**config.mk**
```make
export PLATFORM = sky130hd
export DESIGN_NAME = cond_unit
export DESIGN_NICKNAME = d
export VERILOG_FILES = /design/src/rtl/cond_unit.sv
export SDC_FILE = /design/constraint.sdc
export NUM_CORES = 1
export LEC_CHECK = 0
export BUFFER_PORTS_ARGS = -buffer_cell sky130_fd_sc_hd__buf_2
export CORE_AREA = 10 10 51 53
export CTS_BUF_LIST = sky130_fd_sc_hd__clkbuf_16
export DETAILED_ROUTE_END_ITERATION = 6
export DIE_AREA = 0 0 61 63
export GPL_TIMING_DRIVEN = 0
export HOLD_SLACK_MARGIN = 0.05
export PLACE_DENSITY = 0.66
export SETUP_SLACK_MARGIN = 0.05
export SLEW_MARGIN = 15
export SYNTH_ARGS = -nofsm -noshare
export SYNTH_HDL_FRONTEND = slang
export SYNTH_SLANG_ARGS = --single-unit
```
**constraint.sdc**
```tcl
create_clock -name clk_i -period 3.5 [get_ports clk_i]
set_input_delay 0.35 -clock clk_i [delete_from_list [all_inputs] [get_ports clk_i]]
set_output_delay 0.35 -clock clk_i [all_outputs]
set_load 0.05 [all_outputs]
```
**src/rtl/cond_unit.sv**
```systemverilog
// rtl/cond_unit.sv - NZCV flag register, condition evaluation and write-strobe gating
//
// Execute-stage consumer of the ALU flags. Evaluates each instruction's
// condition field against the architectural flag register and registers the
// gated PC-select, register-write and memory-write strobes into the
// execute/memory boundary (one cycle latency).
//
// Ports:
//   clk_i         clock
//   rst_ni        asynchronous active-low reset
//   valid_i       execute-stage instruction valid
//   stall_i       hold all state and outputs
//   flush_i       kill the current execute-stage instruction
//   cond_i        instruction condition field
//   alu_flags_i   ALU flags [3]=N [2]=Z [1]=C [0]=V
//   flag_w_i      [1] updates N,Z; [0] updates C,V
//   pcs_i         instruction writes PC
//   reg_w_i       instruction writes register file
//   mem_w_i       instruction writes memory
//   no_write_i    compare-type instruction, suppress register write
//   valid_o       registered instruction valid
//   pc_src_o      registered gated PC select
//   reg_write_o   registered gated register write
//   mem_write_o   registered gated memory write
//   undef_o       registered: condition 4'b1111 seen on a valid instruction
//   flags_o       current flag register, same bit order as alu_flags_i
//   exec_cnt_o    executed-instruction counter (COND_PERF_CNT_EN only)
//   squash_cnt_o  squashed-instruction counter (COND_PERF_CNT_EN only)
//
// Optional feature macro: COND_PERF_CNT_EN adds saturating CNT_W-bit
// executed/squashed instruction counters and their output ports.

module cond_unit #(
  parameter int unsigned CNT_W = 16
) (
  input  logic             clk_i,
  input  logic             rst_ni,
  input  logic             valid_i,
  input  logic             stall_i,
  input  logic             flush_i,
  input  logic [3:0]       cond_i,
  input  logic [3:0]       alu_flags_i,
  input  logic [1:0]       flag_w_i,
  input  logic             pcs_i,
  input  logic             reg_w_i,
  input  logic             mem_w_i,
  input  logic             no_write_i,
  output logic             valid_o,
  output logic             pc_src_o,
  output logic             reg_write_o,
  output logic             mem_write_o,
  output logic             undef_o,
  output logic [3:0]       flags_o
`ifdef COND_PERF_CNT_EN
  ,
  output logic [CNT_W-1:0] exec_cnt_o,
  output logic [CNT_W-1:0] squash_cnt_o
`endif
);

  if (CNT_W == 0) begin : g_bad_cnt_w
    $error("cond_unit: CNT_W must be at least 1");
  end

  // Architectural flag register and registered execute/memory outputs.
  logic [3:0] flags_q, flags_d;
  logic       valid_q, valid_d;
  logic       pc_src_q, pc_src_d;
  logic       reg_write_q, reg_write_d;
  logic       mem_write_q, mem_write_d;
  logic       undef_q, undef_d;

  logic flag_n, flag_z, flag_c, flag_v;
  logic cond_ex;
  logic acc;

  assign flag_n = flags_q[3];
  assign flag_z = flags_q[2];
  assign flag_c = flags_q[1];
  assign flag_v = flags_q[0];

  // Condition is judged on the committed flag register only; the ALU flags of
  // the same instruction never influence its own condition.
  always_comb begin
    cond_ex = 1'b0;
    case (cond_i)
      4'b0000: cond_ex = flag_z;
      4'b0001: cond_ex = ~flag_z;
      4'b0010: cond_ex = flag_c;
      4'b0011: cond_ex = ~flag_c;
      4'b0100: cond_ex = flag_n;
      4'b0101: cond_ex = ~flag_n;
      4'b0110: cond_ex = flag_v;
      4'b0111: cond_ex = ~flag_v;
      4'b1000: cond_ex = flag_c & ~flag_z;
      4'b1001: cond_ex = ~flag_c | flag_z;
      4'b1010: cond_ex = (flag_n == flag_v);
      4'b1011: cond_ex = (flag_n != flag_v);
      4'b1100: cond_ex = ~flag_z & (flag_n == flag_v);
      4'b1101: cond_ex = flag_z | (flag_n != flag_v);
      4'b1110: cond_ex = 1'b1;
      default: cond_ex = 1'b0;
    endcase
  end

  assign acc = valid_i & ~stall_i & ~flush_i;

  // Stall takes priority over flush: a flush raised during a stall is dropped
  // and has to be presented again once the stall releases.
  always_comb begin
    flags_d     = flags_q;
    valid_d     = valid_q;
    pc_src_d    = pc_src_q;
    reg_write_d = reg_write_q;
    mem_write_d = mem_write_q;
    undef_d     = undef_q;

    if (!stall_i) begin
      if (flush_i) begin
        valid_d     = 1'b0;
        pc_src_d    = 1'b0;
        reg_write_d = 1'b0;
        mem_write_d = 1'b0;
        undef_d     = 1'b0;
      end else begin
        valid_d     = valid_i;
        pc_src_d    = valid_i & pcs_i & cond_ex;
        reg_write_d = valid_i & reg_w_i & ~no_write_i & cond_ex;
        mem_write_d = valid_i & mem_w_i & cond_ex;
        undef_d     = valid_i & (cond_i == 4'b1111);
      end
    end

    // Each flag pair loads independently; unselected pairs keep their value.
    if (acc && cond_ex) begin
      if (flag_w_i[1]) flags_d[3:2] = alu_flags_i[3:2];
      if (flag_w_i[0]) flags_d[1:0] = alu_flags_i[1:0];
    end
  end

  always_ff @(posedge clk_i or negedge rst_ni) begin
    if (!rst_ni) begin
      flags_q     <= 4'b0000;
      valid_q     <= 1'b0;
      pc_src_q    <= 1'b0;
      reg_write_q <= 1'b0;
      mem_write_q <= 1'b0;
      undef_q     <= 1'b0;
    end else begin
      flags_q     <= flags_d;
      valid_q     <= valid_d;
      pc_src_q    <= pc_src_d;
      reg_write_q <= reg_write_d;
      mem_write_q <= mem_write_d;
      undef_q     <= undef_d;
    end
  end

  assign flags_o     = flags_q;
  assign valid_o     = valid_q;
  assign pc_src_o    = pc_src_q;
  assign reg_write_o = reg_write_q;
  assign mem_write_o = mem_write_q;
  assign undef_o     = undef_q;

`ifdef COND_PERF_CNT_EN
  logic [CNT_W-1:0] exec_cnt_q, exec_cnt_d;
  logic [CNT_W-1:0] squash_cnt_q, squash_cnt_d;

  // Counters only move on an accepted instruction and stick at all-ones.
  always_comb begin
    exec_cnt_d   = exec_cnt_q;
    squash_cnt_d = squash_cnt_q;
    if (acc) begin
      if (cond_ex) begin
        if (exec_cnt_q != {CNT_W{1'b1}}) exec_cnt_d = exec_cnt_q + 1'b1;
      end else begin
        if (squash_cnt_q != {CNT_W{1'b1}}) squash_cnt_d = squash_cnt_q + 1'b1;
      end
    end
  end

  always_ff @(posedge clk_i or negedge rst_ni) begin
    if (!rst_ni) begin
      exec_cnt_q   <= '0;
      squash_cnt_q <= '0;
    end else begin
      exec_cnt_q   <= exec_cnt_d;
      squash_cnt_q <= squash_cnt_d;
    end
  end

  assign exec_cnt_o   = exec_cnt_q;
  assign squash_cnt_o = squash_cnt_q;
`endif

endmodule

```
Yosys cells after proc, flatten, opt, wreduce, memory -nomap -nowiden
Index checks and enable logic that the tools add are counted.
Storage, ports and cells
  register bits after elaboration: 9
  logic and storage cells: 55
Cells by class
  equal/unequal tests: 17
  mux-type cells: 6
  bitwise logic cells: 21
  reductions and logical operators: 4
Operators with widths (number)
  $eq 4x4->1 const B: 8
  $eq 4x3->1 const B: 4
  $pmux 1 s15: 1
  $and 1x1->1: 12
  $eq 4x2->1 const B: 2
  $not 1->1: 7
  $mux 1: 5
  $eq 4x1->1 const B: 1
  $logic_not 4->1: 1
  $reduce_and 2->1: 2
  $or 1x1->1: 2
  $eq 1x1->1: 1
  $logic_and 1x1->1: 1
  $ne 1x1->1: 1

Logic depth before layout (Yosys ltp)
  word-level depth: 5
  mapped depth: 6

Worst setup path before layout
Ideal clock, no wire load.
  path kind: register to register
  from: register flags_q[1], in the netlist flags_o[1]
  to: register flags_q[0], in the netlist flags_o[0]
  library setup time: 0.128 ns
  data arrival time: 1.957 ns
  slack: 1.416 ns
  stages on the path, launching flop included: 6
  buffers on the path: 0
  path through: dfrtp_1 -> or4bb_1 -> o22ai_1 -> a311oi_2 -> a31oi_1 -> mux2_1
Between the ends
  longest elaborated chain between the ends: 5
  elaborated cells on any way between the ends: 6
RTL lines
  from (decl): RTL line 66  | logic [3:0] flags_q, flags_d;
  from (signal assigned): RTL line 150  | flags_q <= flags_d;
  $not 1->1: RTL line 90, 96
  $or 1x1->1: RTL line 96  | 4'b1001: cond_ex = ~flag_c | flag_z;
  $pmux 1 s15 (*): RTL line 86  | case (cond_i)
  $logic_and 1x1->1 (*): RTL line 135  | if (acc && cond_ex) begin
  $reduce_and 2->1 (no line) (*)
Every way passes the cells marked *; elsewhere a longest branch is shown, timed or not.
A chain may end at the register's enable or synchronous reset.

Worst setup path after layout
  from: register flags_q[3], in the netlist flags_o[3]
  to: register flags_q[1], in the netlist flags_o[1]
Between the ends
  longest elaborated chain between the ends: 5
  elaborated cells on any way between the ends: 8
RTL lines (RTL line)
  $ne 1x1->1 or $eq 1x1->1 (tied branches)
  $or 1x1->1 or $and 1x1->1 (tied branches): 100, 99
  $pmux 1 s15 (*): 86
  $logic_and 1x1->1 (*): 135
  $reduce_and 2->1 (no line) (*)
Marked as above.

==> run summary <==
classification of the worst-slack hold path: in2reg
count leader, synth: dfrtp_1
Root Buffer: clkbuf_16
Die Ht: 63 um
final setup vio count: 0
synthesized netlist cell count: 62
Critical Path RT: 3.61 ns
Multi-input gate area: 367 sq um
number of synthesized flops with an enable pin: 0
startpoint type of the worst setup path: register
Syn Area/Cell: 10.0 sq um
Most used DFF post-synth: dfrtp_1
asr flop ratio synth: 100%
crit share post-route: 55.4%
Worst Tran Pin Value: 0.352 ns
syn nets: 81
Pwr Density: 664 nW/um^2
Rows: 15
TritonCTS buffer count: 3
die area: 3840 sq um
Via density: 5.52
number of global-route vias before repair: 701
max capacitance violation total: 0
post-synthesis sequential area ratio: 36.3%
Worst EP arrival: 2.05 ns
Seq. cell area: 225 sq um
Antenna Cells: 0
first-pass iteration count of the detailed router: 4
remaining antenna violation count: 0
clock power share: 34.4%
Setup Skew: 0.00167 ns
reg2reg path depth: 5
initial antenna violation count: 0
post-synthesis register bit count: 9
GRT Util Overall: 9.48%
I/O Buffers: 26
CP Max Fanout: 7
DRC violations left: 0
Clock Path Buffers: 2
# nets final: 113
Wirelength per Cell: 15.2 um
top-area cell type share of the netlist area: 36.3%
die width: 61 um
Core ar.: 1650 sq um
GRT Residual Overflow: 0
layout cells sized above 1: 37.6%
Lkg Pwr: 0.412 nW
VDD IR max: 0.406 mV
gpl congestion: 0.784
Clock Sinks: 9
most frequent cells after synthesis: dfrtp_1 (9), nand2_1 (7), mux2_1 (5)
RSZ-0062 raised after global routing: false
Synth Warn #: 0
min Tclk post-route: 1.94 ns
largest area contributor in the netlist: dfrtp_1
hold buffer count at cts: 1
H-tree depth: 1
sequential power share: 28.2%
mapped cell area: 621 sq um
Final Max Tran Viols: 0
first-pass GRT wire length: 2990 um
Clk Latency, worst-skew pair: 0.23 ns
CTS tree: yes
initial drt markers: 10
status: complete, no violations
Worst Setup Path Type: reg2reg
Internal: 350 uW
top cells by area, synth: dfrtp_1 (36%), mux2_1 (9.1%), a32o_1 (4.8%), nand2_1 (4.2%), or3b_1 (4.2%)
Final Hold Viols: 0
Unique masters post-synth: 30
Gate power share: 37.4%
relative slew slack: 76.5%
P&R area growth vs syn: 38.7%
Switching Fraction: 38.8%
Reg clk slew, reported paths: 0.04 ns
WL final: 1680 um
Ports: 28
Hold Slack: 0.333 ns
largest net degree at the start of global routing: 11
filler instances: 164
Net Switching: 222 uW
Starting Density: 37.6%
# resized after CTS: 0
DR vias: 607
fin util: 52.1%
DPL Wire Length: 1380 um
critical path capture point type: register
hold path depth: 2
Highest Clock Rate: 516 MHz
postcts setup bufs: 0
Setup TNS Final: 0 ns
-- sequential cells by signal, summed over array words and instances (netlist names) --
| register | cells |
|---|---|
| valid_o | 1 |
| pc_src_o | 1 |
| flags_o | 4 |
| reg_write_o | 1 |
| mem_write_o | 1 |
| undef_o | 1 |
-- final timing paths --
path                                      from          to  slack [ns]
worst max-delay path                flags_o[3]  flags_o[1]        1.56
worst min-delay path            alu_flags_i[0]  flags_o[0]        0.33
worst max register to register      flags_o[3]  flags_o[1]        1.56
worst min register to register         valid_o     valid_o        0.48
max in group asynchronous               rst_ni     undef_o        2.83
min in group asynchronous               rst_ni    pc_src_o        0.49
-- critical path, cell delays in order, from the launching register on --
cell and delay (ns):
dfrtp_1 0.44, mux2_1 0.31, o32ai_1 0.31, a311oi_2 0.11
a31oi_1 0.29, mux2_1 0.35
-- cells in the final DEF (no fill, tap or decap) --
master / netlist / layout
or4b_1: 1 / 1
o21ai_0: 1 / 1
dfrtp_1: 9 / 9
buf_2: 2 / 28
o32ai_1: 1 / 1
a32o_1: 3 / 3
nand4b_1: 1 / 1
a31oi_1: 2 / 2
and2_1: 1 / 1
nand4_1: 1 / 1
buf_6: 1 / 1
or3b_1: 3 / 3
mux2i_1: 1 / 1
mux2_2: 1 / 1
mux2_1: 5 / 5
xnor2_1: 1 / 1
o21ai_1: 1 / 1
dlygate4sd3_1: 0 / 1
inv_1: 0 / 1
clkbuf_16: 0 / 3
buf_4: 1 / 1
nand2_1: 7 / 7
or4bb_1: 1 / 1
nor2b_1: 2 / 2
nand3_1: 4 / 4
a311oi_2: 1 / 1
a41o_1: 1 / 1
o22ai_1: 1 / 1
or3_1: 1 / 1
nand2b_1: 4 / 4
nor2_1: 1 / 1
nand3b_1: 2 / 2
o32a_1: 1 / 1
-- metal layers --
metal / part of all wire [%] / GRT usage (%)
met2: 42 / 13.8
met3: 10 / 4.07
met1: 45 / 11.6
met5: 0 / 0
met4: 2.2 / 4.12
-- cell type report --
type / count / share of cell area [%]
multi-input cells: 49 / 42.6
flip-flops and latches: 9 / 26.2
repair buffers: 27 / 16.3
clock buffers: 3 / 8.72
plain buffers: 4 / 3.34
well taps: 17 / 2.47
clock inverters: 1 / 0.436
-- cell families (layout without fill, tap and decap cells) --
group / count (synthesis) / count (layout) / synth area share (%)
compound gates: 12 / 12 / 16.5
simple gates: 29 / 29 / 28.6
xor+xnor: 1 / 1 / 1.41
mux: 7 / 7 / 12.5
buf+inv: 4 / 35 / 4.64
flops: 9 / 9 / 36.3
-- power by group through the flow --
stage / combinational [mW] / clock, mW / sequential [mW]
5_1_grt: 0.232 / 0.206 / 0.166
2_1_floorplan: 0.0823 / 0 / 0.233
3_3_place_gp: 0.209 / 0 / 0.160
6_report: 0.214 / 0.197 / 0.161
4_1_cts: 0.217 / 0.200 / 0.161
3_5_place_dp: 0.215 / 0 / 0.162
-- per-stage QoR --
step	setup WS [ns]	cells	instance area (sq um)	power (mW)
after floorplan	1.42	62	621	0.316
after global placement	1.43	105	772	0.370
after detailed placement	1.39	105	772	0.377
after CTS	1.54	110	861	0.578
after global routing	1.43	110	861	0.605
final	1.56	110	861	0.572
No activity file was read; power rests on OpenSTA's default activity.
